==> src/rtl/pwm_pkg.sv <==
// Shared PWM types and constants: shadow-bank FSM states and sizing helpers.
package pwm_pkg;

  localparam int unsigned SB_MAX_CH        = 16;
  localparam int unsigned SB_DEFAULT_WIDTH = 16;

  typedef enum logic [1:0] {
    SB_IDLE,
    SB_STAGING,
    SB_ARMED
  } shadow_state_t;

  // Channel-index width; a one-channel bank still gets a 1-bit index.
  function automatic int unsigned sb_ch_w(input int unsigned n_ch);
    return (n_ch > 1) ? $clog2(n_ch) : 1;
  endfunction

endpackage

==> src/rtl/pwm_shadow_channel.sv <==
// One shadow channel: staging register, active register and pending flag.
// load captures wr_data into staging and marks the channel pending;
// commit copies staging to active only when the channel is pending.
module pwm_shadow_channel #(
  parameter int unsigned       WIDTH     = 16,
  parameter logic [WIDTH-1:0]  RESET_VAL = '0
) (
  input  logic             clk,
  input  logic             reset,
  input  logic             load,
  input  logic             commit,
  input  logic [WIDTH-1:0] wr_data,
  output logic [WIDTH-1:0] staging,
  output logic [WIDTH-1:0] active,
  output logic             pending
);

  // Staging/active/pending update; load and commit never coincide (ARMED blocks writes).
  always_ff @(posedge clk or negedge reset) begin
    if (!reset) begin
      staging <= RESET_VAL;
      active  <= RESET_VAL;
      pending <= 1'b0;
    end else begin
      if (load) begin
        staging <= wr_data;
        pending <= 1'b1;
      end
      if (commit && pending) begin
        active  <= staging;
        pending <= 1'b0;
      end
    end
  end

endmodule

==> src/rtl/pwm_shadow_bank.sv <==
// Double-buffered PWM compare/period bank. Software writes land in staging
// registers; once armed, all pending channels move to their active outputs
// together on the next unlocked mask_event.
// Optional readback port of the staging registers: define PWM_SHADOW_READBACK_EN.
// N_CH is expected in 1..SB_MAX_CH.
module pwm_shadow_bank
  import pwm_pkg::*;
#(
  parameter int unsigned      N_CH      = 4,
  parameter int unsigned      WIDTH     = SB_DEFAULT_WIDTH,
  parameter logic [WIDTH-1:0] RESET_VAL = '0,
  localparam int unsigned     CH_W      = sb_ch_w(N_CH)
) (
  input  logic                  clk,
  input  logic                  reset,
  input  logic                  wr_en,
  input  logic [CH_W-1:0]       wr_ch,
  input  logic [WIDTH-1:0]      wr_data,
  output logic                  wr_ready,
  input  logic                  arm,
  input  logic                  mask_event,
  input  logic                  lock,
  output logic [N_CH*WIDTH-1:0] active_out,
  output logic [N_CH-1:0]       pending,
  output logic                  update_done,
`ifdef PWM_SHADOW_READBACK_EN
  input  logic [CH_W-1:0]       rd_ch,
  output logic [WIDTH-1:0]      rd_data,
`endif
  output logic                  wr_err
);

  shadow_state_t    state;
  shadow_state_t    state_nxt;
  logic             commit;
  logic             wr_accept;
  logic             wr_in_range;
  logic [N_CH-1:0]  load_vec;
  logic [WIDTH-1:0] active_arr [N_CH];
`ifdef PWM_SHADOW_READBACK_EN
  logic [WIDTH-1:0] staging_arr [N_CH];
  logic [WIDTH-1:0] rd_sel;
`else
  logic [WIDTH-1:0] staging_unused [N_CH];
`endif

  assign wr_ready    = (state != SB_ARMED);
  assign wr_accept   = wr_en && wr_ready;
  assign wr_in_range = ({1'b0, wr_ch} < (CH_W + 1)'(N_CH));

  // State register.
  always_ff @(posedge clk or negedge reset) begin
    if (!reset) begin
      state <= SB_IDLE;
    end else begin
      state <= state_nxt;
    end
  end

  // Next state and commit strobe.
  always_comb begin
    state_nxt = state;
    commit    = 1'b0;
    case (state)
      SB_IDLE: begin
        if (wr_accept && wr_in_range) state_nxt = SB_STAGING;
      end
      SB_STAGING: begin
        if (arm) state_nxt = SB_ARMED;
      end
      SB_ARMED: begin
        if (mask_event && !lock) begin
          commit    = 1'b1;
          state_nxt = SB_IDLE;
        end
      end
      default: state_nxt = SB_IDLE;
    endcase
  end

  // Commit-done pulse and sticky out-of-range write error.
  always_ff @(posedge clk or negedge reset) begin
    if (!reset) begin
      update_done <= 1'b0;
      wr_err      <= 1'b0;
    end else begin
      update_done <= commit;
      if (wr_accept && !wr_in_range) wr_err <= 1'b1;
    end
  end

  for (genvar i = 0; i < N_CH; i++) begin : g_ch
    assign load_vec[i] = wr_accept && (wr_ch == CH_W'(i));

    pwm_shadow_channel #(
      .WIDTH     (WIDTH),
      .RESET_VAL (RESET_VAL)
    ) u_ch (
      .clk     (clk),
      .reset   (reset),
      .load    (load_vec[i]),
      .commit  (commit),
      .wr_data (wr_data),
`ifdef PWM_SHADOW_READBACK_EN
      .staging (staging_arr[i]),
`else
      .staging (staging_unused[i]),
`endif
      .active  (active_arr[i]),
      .pending (pending[i])
    );

    assign active_out[i*WIDTH +: WIDTH] = active_arr[i];
  end

`ifdef PWM_SHADOW_READBACK_EN
  // Staging select; indices with no channel behind them read as zero.
  always_comb begin
    rd_sel = '0;
    for (int unsigned i = 0; i < N_CH; i++) begin
      if (rd_ch == CH_W'(i)) rd_sel = staging_arr[i];
    end
  end

  // Registered readback.
  always_ff @(posedge clk or negedge reset) begin
    if (!reset) begin
      rd_data <= '0;
    end else begin
      rd_data <= rd_sel;
    end
  end
`endif

endmodule

==> config.mk <==
export PLATFORM = sky130hd
export DESIGN_NAME = pwm_shadow_bank
export DESIGN_NICKNAME = d
export VERILOG_FILES = /design/src/rtl/pwm_pkg.sv /design/src/rtl/pwm_shadow_channel.sv /design/src/rtl/pwm_shadow_bank.sv
export SDC_FILE = /design/constraint.sdc
export NUM_CORES = 1
export LEC_CHECK = 0
export ABC_AREA = 1
export BUFFER_PORTS_ARGS = -buffer_cell sky130_fd_sc_hd__clkbuf_2
export CAP_MARGIN = 5
export CORE_MARGIN = 5
export CORE_UTILIZATION = 45
export DETAILED_ROUTE_END_ITERATION = 12
export PLACE_DENSITY = 0.74
export SYNTH_ARGS = -nofsm -noshare
export SYNTH_HDL_FRONTEND = slang
export SYNTH_SLANG_ARGS = --single-unit
export TNS_END_PERCENT = 50
==> constraint.sdc <==
create_clock -name clk -period 1.2 [get_ports clk]
set_input_delay 0.18 -clock clk [delete_from_list [all_inputs] [get_ports clk]]
set_output_delay 0.18 -clock clk [all_outputs]
set_load 0.005 [all_outputs]
## Word level (Yosys, flattened, before mapping)

Cells that the tools add are included.

| cells by class | value |
|---|---|
| equality and inequality tests | 9 |
| muxes and demuxes | 14 |
| reductions and logical operators | 18 |

Operator list:

| operator | number |
|---|---|
| 1-bit logical AND | 10 |
| 1-bit two-way mux | 10 |
| 2-bit inequality test (second input constant) | 4 |
| 2-bit nonzero test | 4 |
| 2-bit == test (second input constant) | 3 |
| 2-bit two-way mux | 3 |
| 2-bit one-hot mux with 3 select lines | 1 |
| 2-bit by 1-bit == test with 1-bit output (second input constant) | 2 |
| 2-bit logical NOT | 2 |
| 3-bit AND reduction | 1 |
| 1-bit logical NOT | 1 |

| storage, ports and cells | value |
|---|---|
| bits in registers | 135 |
| input port bits | 24 |
| output and inout port bits | 71 |
| word-level logic and storage cells | 55 |

## Longest topological paths before layout

Gate-level depths: netlist (run 1).

| depth | value |
|---|---|
| word-level depth | 6 |
| mapped depth | 7 |
| gate-level depth less buffers | 6 |

## Cells and area by module

A second synthesis (run 1) with hierarchy kept.

| second synthesis, totals | value |
|---|---|
| cells, all modules | 593 |
| area, all modules | 5582.9 µm² |

By module, submodules not included:

| module | times used | cells each | area an instance (µm²) | sequential area each (µm²) |
|---|---|---|---|---|
| pwm_shadow_channel | 4 | 141 | 1343.8 | 825.8 |
| pwm_shadow_bank | 1 | 29 | 207.7 | 75.1 |

## Worst setup path before layout (run 1)

Ideal clock, no wire load.

| path | value |
|---|---|
| path kind | register to register |
| start | reg state[0] |
| end | reg g_ch[3].u_ch.active[4] |
| library setup time | 0.117 ns |
| data arrival time | 1.060 ns |
| required time | 1.083 ns |
| setup slack | 0.023 ns |
| stages on the path, launching flop included | 8 |
| path buffers | 1 |
| clock period less this slack | 1.177 ns |
| cells stage by stage | dfrtp_1 > inv_2 > nand2_4 > nor2_8 > nand2_2 > buf_6 > nand2_1 > nand2_1 |

| on the way | value |
|---|---|
| word-level cells in the longest chain between the ends | 3 |

RTL lines:

| what | RTL line | source |
|---|---|---|
| start: declaration | pwm_shadow_bank.sv:33 | `shadow_state_t state;` |
| start signal: assignment | pwm_shadow_bank.sv:56 | `state <= state_nxt;` |
| 2-bit == test | pwm_shadow_bank.sv:64 | `case (state)` |
| 1-bit two-way mux | pwm_shadow_bank.sv:64 |  |
| 1-bit logical AND | pwm_shadow_channel.sv:29 | `if (commit && pending) begin` |
| end signal: assignment | pwm_shadow_channel.sv:30 | `active <= staging;` |
| end: declaration | pwm_shadow_channel.sv:14 | `output logic [WIDTH-1:0] active,` |

No other way between the ends.
A chain may end at the register's enable or synchronous reset.

## Final worst setup path (run 1)

| path | value |
|---|---|
| start | reg state[1] |
| end | reg g_ch[1].u_ch.staging[10] |

| on the way | value |
|---|---|
| word-level cells in the longest chain between the ends | 3 |

RTL lines:

| what | RTL line | source |
|---|---|---|
| 2-bit inequality test | pwm_shadow_bank.sv:47 | `assign wr_ready = (state != SB_ARMED);` |
| 1-bit logical AND | pwm_shadow_bank.sv:48 | `assign wr_accept = wr_en && wr_ready;` |
| 1-bit logical AND | pwm_shadow_bank.sv:93 | `assign load_vec[i] = wr_accept && (wr_ch == CH_W'(i));` |
| end signal: assignment | pwm_shadow_channel.sv:26 | `staging <= wr_data;` |
| end: declaration | pwm_shadow_channel.sv:13 | `output logic [WIDTH-1:0] staging,` |

No other way between the ends.

==> results by stage, run 1 <==
Status:
- The flow ran to the end, but the final reports show violations.
- The final reports fail on negative setup slack.

Synth:
- The count of synthesis-stage warnings from yosys is 0.
- The area fraction of the dominant cell type after synthesis is 0.627.
- The leading area contributor after synthesis is sky130_fd_sc_hd__dfrtp_1.
- Dividing the synthesized area by the synthesized cell count gives 9.79 µm².
- The flip-flop and latch count after synthesis is 135.
- Synthesis produced a netlist whose cell count is 550.
- The share of the Yosys chip area taken by registers is 0.627.
- The post-synth design cell area is about 5400 µm².
- Yosys attributes the largest share of cell area to sky130_fd_sc_hd__dfrtp_1, sky130_fd_sc_hd__nand2_1, sky130_fd_sc_hd__o21ai_0, sky130_fd_sc_hd__nand3_1, sky130_fd_sc_hd__nand3_2.
- Yosys mapped the design onto 18 distinct sky130hd cell types.
- When the netlist entered floorplanning its net count stood at 574.

Die:
- The initialized floorplan defines 40 standard-cell rows.
- The height of the die is 119 µm.
- From left edge to right edge, the die measures between 100 and 150 µm.
- In this run the count of I/O pins placed on the die edge is 95.
- The total area inside the core boundary comes to 11900 µm².
- The initial standard-cell utilization of the core is 0.454.
- The die footprint is 14300 µm².

Setup path:
- The startpoint-to-endpoint class of the critical path is register to register.
- The category of the worst setup path capture point is a register.
- The start of the worst register-to-register path is state[1].
- STA classifies the critical path startpoint as a register.
- The end of the worst register-to-register path is g_ch[1].u_ch.staging[10].
- Data arrives at the worst endpoint at between 1500 and 2000 ps.
- The required time of the critical path is 1510 ps.
- The length in cells of the worst reg-to-reg path is 5.
- The internal reg-to-reg setup slack is -190 ps.
- In this run the worst path has a maximum fanout of 33.

Power:
- After layout, the design draws a total of 18.9 mW.
- The maximum resistive drop on vdd is 1.14 mV.
- For this design the static power due to leakage is ~3.8 nW.
- For this design the ratio of total power to cell area is 2550 nW/µm².

Place:
- The cell count after placement is 780.
- The final weighted congestion of routability-driven global placement is between 0.7 and 0.8.
- Buffers placed on the I/O ports in this run total 93.
- Prior to clock tree synthesis, the placed netlist has a worst setup slack of -124 ps.
- The placed wire-length estimate after detailed placement is 8770 µm.

Clock tree:
- TritonCTS created 17 clock buffers.
- CTS placed an instance of sky130_fd_sc_hd__clkbuf_16 at the clock tree root.
- The insertion delay of the later-clocked pin in the worst-skew pair is 420 ps.
- The number of sinks handled by clock tree synthesis is 135.
- The clock tree synthesis step divided the H-tree into 4 levels.
- The maximum root-to-sink buffer count is 2.
- The TritonCTS clock tree is built.
- The clock transition time at the flip-flop clock pins of the worst setup and hold paths is roughly 60 ps.

STA:
- For the pin with the worst max-slew slack, the measured transition is 558 ps.
- The tightest slew margin relative to the limit is 0.628.
- The clock period minus final worst setup slack is 1390 ps.
- Of the available clock period, the critical path in the final layout requires 1.16.
- Setup repair after global routing could not meet its margin everywhere.
- The achievable frequency is 0.719 GHz.
- The count of final setup violators is 130.
- Across the routed clock network, the largest skew measured is 6.32 ps.
- The final count of pins violating max slew was 0.
- The total count of hold-check failures in the final report came to 0.
- The final worst slack is -190 ps.

Detailed routing:
- The antenna violation net count after detailed routing is 0.
- The DRC violations left is 0.
- The sum of routed wire length over all layers is 15200 µm.
- The first-iteration detailed-routing DRC count is 412.
- The wire length per cell is between 15 and 20 µm.
- In the routed layout, each cell is associated on average with a via count of 5.25.
- The routed layout has 4385 vias.
- The detailed-router iteration count before antenna repair is 4.

Cells and area:
- Of the cells placed in the final design, the portion with a size suffix greater than 1 is 0.395.
- The number of antenna diodes in the final layout is 0.
- The area overhead of the layout relative to synthesis is 37.9%.
- The final standard cell count with taps included and fillers excluded is 835.
- The final net count is 699.

Worst hold path:
- For hold timing, the worst endpoint is state[0].
- The worst hold path passes through 3 cells.
- The hold path startpoint is wr_en.
- The tightest min-delay check is of the primary input to register type.

Global route:
- For this run, the total global-route usage over all layers was measured as 0.210.
- The initial antenna violation count is 0.
- The first global-routing pass estimated between 20000 and 25000 µm of wire.
- The total overflow left after global routing is 0.
- The number of global-route vias before repair is ~4500.
- Entering global routing, the biggest net connects 101 pins.

Flow run:
- The count of maximum capacitance violations is 0.
kinds of logic after synthesis:
| group | after synthesis | share of synthesized area |
|---|---|---|
| buffers and inverters | 66 | 0.0723 |
| and+or+nand+nor | 283 | 0.239 |
| DFF | 135 | 0.627 |
| other | 1 | 0.000697 |
| AOI/OAI and AO/OA | 65 | 0.0609 |
sequential cells by signal, indices dropped and copies added, names as in the netlist:
register and flops:
g_ch.u_ch.staging 64, g_ch.u_ch.active 64, g_ch.u_ch.pending 4, update_done 1, state 2
critical path: stages (launching register included):
cell and delay, ps:
sky130_fd_sc_hd__dfrtp_1 420, sky130_fd_sc_hd__nand2_4 120, sky130_fd_sc_hd__buf_6 120, sky130_fd_sc_hd__nand3_1 160, sky130_fd_sc_hd__buf_12 210, sky130_fd_sc_hd__o21ai_0 250
per-stage QoR:
step,setup TNS [ps],cell area [µm²],hold slack (ps),utilization
after floorplan,0,5380,-116,-
after global placement,-4650,6040,254,0.509
after detailed placement,-8150,6040,263,0.509
after CTS,-7400,7100,65.0,0.599
after global routing,-16680,7420,87.4,0.626
final,-9490,7420,71.5,0.626
cells in the mapped netlist:
library cell,number
sky130_fd_sc_hd__buf_12,3
sky130_fd_sc_hd__buf_2,17
sky130_fd_sc_hd__buf_4,5
sky130_fd_sc_hd__buf_6,7
sky130_fd_sc_hd__clkbuf_1,4
sky130_fd_sc_hd__conb_1,1
sky130_fd_sc_hd__dfrtp_1,135
sky130_fd_sc_hd__inv_1,29
sky130_fd_sc_hd__inv_2,1
sky130_fd_sc_hd__nand2_1,203
sky130_fd_sc_hd__nand2_2,4
sky130_fd_sc_hd__nand2_4,1
sky130_fd_sc_hd__nand3_1,51
sky130_fd_sc_hd__nand3_2,20
sky130_fd_sc_hd__nor2_1,3
sky130_fd_sc_hd__nor2_8,1
sky130_fd_sc_hd__o21ai_0,64
sky130_fd_sc_hd__o31ai_1,1
timing repair:
action / 4_1_cts / 5_1_grt
hold endpoints to repair: 136 / 0
cloned: 5 / 5
setup buffers: 12 / 2
gates resized for setup: 55 / 80
pin swaps: 18 / 17
endpoints found under the setup margin: 137 / 137
hold buffers: 2 / 0
layout make-up:
type                    count  area (µm²)
well taps                 147         184
multi-input cells         352        2010
repair buffers            139        1130
inverters                  30         113
fillers                   905        4440
clock buffers              20         447
clock inverters            12         153
flip-flops and latches    135        3390
worst max-delay path by stage:
| stage | start | to | slack (ps) |
|---|---|---|---|
| 4_1_cts | state[0] | wr_ready | -170 |
| 2_1_floorplan | state[0] | g_ch[3].u_ch.active[4] | 20 |
| 3_3_place_gp | state[0] | g_ch[1].u_ch.pending | -90 |
| 5_1_grt | state[1] | g_ch[1].u_ch.staging[10] | -260 |
| 6_report | state[1] | g_ch[1].u_ch.staging[10] | -190 |
| 3_5_place_dp | state[0] | g_ch[3].u_ch.active[14] | -120 |
routing by layer:
metal / part of all wire / GRT usage / vias to the layer above
met5: 0 / 0 / -
met2: 0.52 / 0.356 / 152
met3: 0.055 / 0.0499 / 29
met1: 0.41 / 0.268 / 2194
met4: 0.019 / 0.0673 / 0
li1: - / - / 2010
where the power goes:
| part | switching, mW | internal (mW) | leakage [nW] |
|---|---|---|---|
| combinational | 2.85 | 2.56 | 1.81 |
| clock | 1.96 | 3.32 | 0.294 |
| sequential | 1.71 | 6.52 | 1.72 |
cells in the final DEF, fill, tap and decap left out, drive strengths merged:
cell type	synthesis	layout
clkbuf	4	110
o31ai	1	1
nand2	208	211
dlygate4sd3	0	2
dfrtp	135	135
nor2	4	4
inv	30	30
bufinv	0	3
clkinvlp	0	1
conb	1	1
o21ai	64	64
clkinv	0	8
nand3	71	71
buf	32	47
Power figures use the tool's default switching activity.
==> run 2: changes to the inputs <==
- SKIP_LAST_GASP: unset -> 1
- SYNTH_HIERARCHICAL: unset -> 1
==> results by stage, run 2 <==
Cells and area:
- The largest registers in the layout are g_ch.u_ch/active: 64 flops, g_ch.u_ch/staging: 64 flops, g_ch.u_ch/pending: 4 flops.
- The area growth from synthesis to layout is 25.4%.
- Of the cells placed in the final design, the portion with a size suffix greater than 1 is 0.252.
- Measured on the finished design, the core utilization comes to 0.578.
- The final net count is about 730.
- The repair_antennas step left the layout with diodes totalling 0.
- The library cell used most frequently in the layout, excluding fill and tap cells, is sky130_fd_sc_hd__nand2_1.
- Leaving out fill and tap cells, the most frequent cells in the layout are sky130_fd_sc_hd__nand2_1, sky130_fd_sc_hd__dfrtp_1, sky130_fd_sc_hd__clkbuf_2, sky130_fd_sc_hd__inv_1, sky130_fd_sc_hd__nand3_1.
- The finished cells cover 7000 µm².
- The filler cells instantiated in the layout total ~1000.

Place:
- The number of I/O port buffers is 93.
- Once placement finished, the instance area stood at 6260 µm².
- The placed wire-length estimate after detailed placement is 8950 µm.
- The worst setup slack before clock tree synthesis is -77.7 ps.
- At the end of routability-driven placement, the weighted congestion stood at 0.805.

Worst hold path:
- The path class of the tightest hold or removal check is primary input to register.
- The startpoint identified for the worst hold timing path is arm.

Die:
- The width of the die is 121 µm.
- The floorplan step set the die height to 121 µm.
- The number of placement rows is 40.
- The die footprint is roughly 15000 µm².
- The I/O pin total is 95.
- The initial utilization of the core area, before any placement, comes to 0.461.
- The placeable core area is roughly 12000 µm².

Global route:
- The pin count of the biggest net entering global routing is 37.
- The combined global-route utilization of all metal layers is 0.183.
- Summed over all layers, the global routing overflow is 0.
- The global-route wire length before repair is 21300 µm.
- The number of global-route vias before repair was 4429.
- The initial antenna violation count came to 0.

Detailed routing:
- Dividing the detail-routed wire length by the instance count gives 14.3 µm.
- The first-iteration detailed-routing DRC count is 313.
- The via count is 4257.
- Dividing the detail-routed via count by the number of cells gives 4.82.
- The sum of routed wire length over all layers is 12600 µm.
- In this run the remaining antenna-violating nets after routing total 0.
- For this run, design rule violations remaining after detail routing come to 0.
- For this run, the detailed router's first-pass iteration total came to 5.

Clock tree:
- The longest clock path from root to sink contains 2 buffers.
- TritonCTS built the clock tree.
- The later pin in the worst-skew pair is clocked with a latency of roughly 410 ps.
- The cell at the root of the clock tree is sky130_fd_sc_hd__clkbuf_16.
- CTS saw 135 sinks.
- In this run the number of H-tree levels came out at 4.
- The number of clock buffers added by TritonCTS is 17.
- After clock tree synthesis, the clock-pin slew on the worst setup and hold paths is approximately 60 ps.

STA:
- Setup repair after global routing could not meet its margin everywhere.
- Clock skew on the completed layout was measured at ~12 ps.
- The total count of hold-check failures in the final report is 0.
- Setup violations remaining at the end of the flow were counted as 68.
- Counting I/O delays and the setup requirement, the final critical path takes around 1300 ps.
- Based on the critical path, the design can be clocked at up to 0.793 GHz.
- The final clock period utilization by the worst path is 1.05.
- The final count of pins violating max slew is 0.
- Across all setup checks in the final design, the least slack found is -61.1 ps.

Synth:
- The commonest register cell after synthesis is sky130_fd_sc_hd__dfrtp_1.
- By count the netlist is led by sky130_fd_sc_hd__nand2_1, sky130_fd_sc_hd__dfrtp_1, sky130_fd_sc_hd__inv_1.
- Synthesis produced a netlist with a net count of 617.
- The most common cell in the synthesized netlist is sky130_fd_sc_hd__nand2_1.
- In this run the cell area of the synthesized design comes to between 5000 and 6000 µm².
- Of all flip-flops after synthesis, the portion carrying an async set or reset was 1.00.
- The number of enable flip-flop cells after synthesis is 0.
- The area fraction of the dominant cell type after synthesis is 0.605.
- Synthesis inferred 135 register bits.
- A synthesized cell averages 9.41 µm².
- In this run, distinct cell masters in the synthesized netlist total 18.
- The count of mapped cells out of synthesis is a little under 600.
- The count of synthesis-stage warnings from yosys is 6.
- In the post-synthesis netlist, the biggest area contributors are sky130_fd_sc_hd__dfrtp_1, sky130_fd_sc_hd__nand2_1, sky130_fd_sc_hd__nand3_1, sky130_fd_sc_hd__o21ai_0, sky130_fd_sc_hd__inv_1.
- The leading area contributor after synthesis is sky130_fd_sc_hd__dfrtp_1.
- Of the synthesized area, sequential elements account for 0.605.

Setup path:
- The arrival time at the worst endpoint is 1610 ps.
- The critical path launch point is state[0].
- Traced cell by cell, the critical path runs through inv_2 -> nand2_4 -> nor2_4 -> buf_12 -> buf_4 -> nand3_1 -> nand2_1.
- The start of the worst register-to-register path is state[0].
- The required time of the critical path is 1550 ps.
- The maximum fanout along the worst path is 9.
- STA classifies the critical path startpoint as a register.
- The startpoint-to-endpoint class of the critical path is register to register.
- The delay of the slowest critical-path stage is 380 ps.
- The worst-path cell with the longest stage delay is sky130_fd_sc_hd__dfrtp_1.
- The category of the worst setup path capture point is a register.

Power:
- IR analysis of the VDD net gives a maximum drop of 1.15 mV.
- The static leakage is 3.68 nW.
- The design draws 16.8 mW.
- In this run the power density over the cells is 2400 nW/µm².

Flow run:
- The count of maximum capacitance violations is 0.

Status:
- The flow ran to the end, but the final reports show violations.
- The final reports fail on negative setup slack.
[run 2: routing by layer]
layer	track usage	wire, µm	share of wire	vias up
li1	-	-	-	2056
met3	0.0452	687	0.054	21
met2	0.314	6520	0.52	131
met5	0	0	0	-
met1	0.227	5230	0.41	2049
met4	0.0588	204	0.016	0
[run 2: area by class of cell]
cell class | count | area, µm² | area share
timing repair buffer | 124 | 891 | 0.127
clock buffer | 19 | 443 | 0.0633
inverter | 73 | 274 | 0.0391
clock inverter | 12 | 176 | 0.0252
tap | 168 | 210 | 0.0300
multi-input combinational | 352 | 1620 | 0.231
sequential | 135 | 3380 | 0.484
[run 2: repair_timing]
item,CTS,global route
resized for setup,4,3
buffers inserted,8,1
gates cloned,0,1
endpoints found under the setup margin,73,132
hold buffers,1,0
hold endpoints to repair,123,0
[run 2: worst paths after layout]
| path | endpoint | slack, ps | depth (start not counted) |
|---|---|---|---|
| setup / recovery | g_ch[2].u_ch/active[8] | -60 | 7 |
| hold / removal | state[1] | 20 | 3 |
| setup reg to reg | g_ch[2].u_ch/active[8] | -60 | 7 |
| hold reg to reg | g_ch[3].u_ch/active[15] | 470 | 2 |
| max in group asynchronous | g_ch[3].u_ch/pending | 460 | 3 |
| min in group asynchronous | g_ch[3].u_ch/active[3] | 220 | 2 |
[run 2: cells by family (layout without fill, tap and decap cells)]
group                  after synthesis  after routing  synth area share
other                                1              1          0.000672
flip-flops                         135            135             0.605
AND/OR/NAND/NOR                    287            287             0.230
AO/OA/AOI/OAI                       64             64            0.0574
buffers and inverters              106            228             0.107
[run 2: worst max-delay path, delay by kind of cell (launching register included)]
family | cells | cell delay, ps
flip-flops | 1 | 380
buffers and inverters | 3 | 400
AND/OR/NAND/NOR | 4 | 420
[run 2: metrics by stage]
step	instances	setup TNS [ps]	hold WS [ps]
floorplan	593	-1530	-116
global placement	841	-807	91.3
detailed placement	841	-3110	91.7
CTS	881	-2360	14.2
global route	883	-8550	34.7
finish	883	-1720	23.1
[run 2: power breakdown]
group | internal, mW | total [mW] | switching [mW] | leakage, nW
Sequential | 6.28 | 7.30 | 1.02 | 1.70
Clock | 3.52 | 5.41 | 1.90 | 0.299
Combinational | 1.75 | 4.10 | 2.35 | 1.68
Total | 11.6 | 16.8 | 5.26 | 3.68
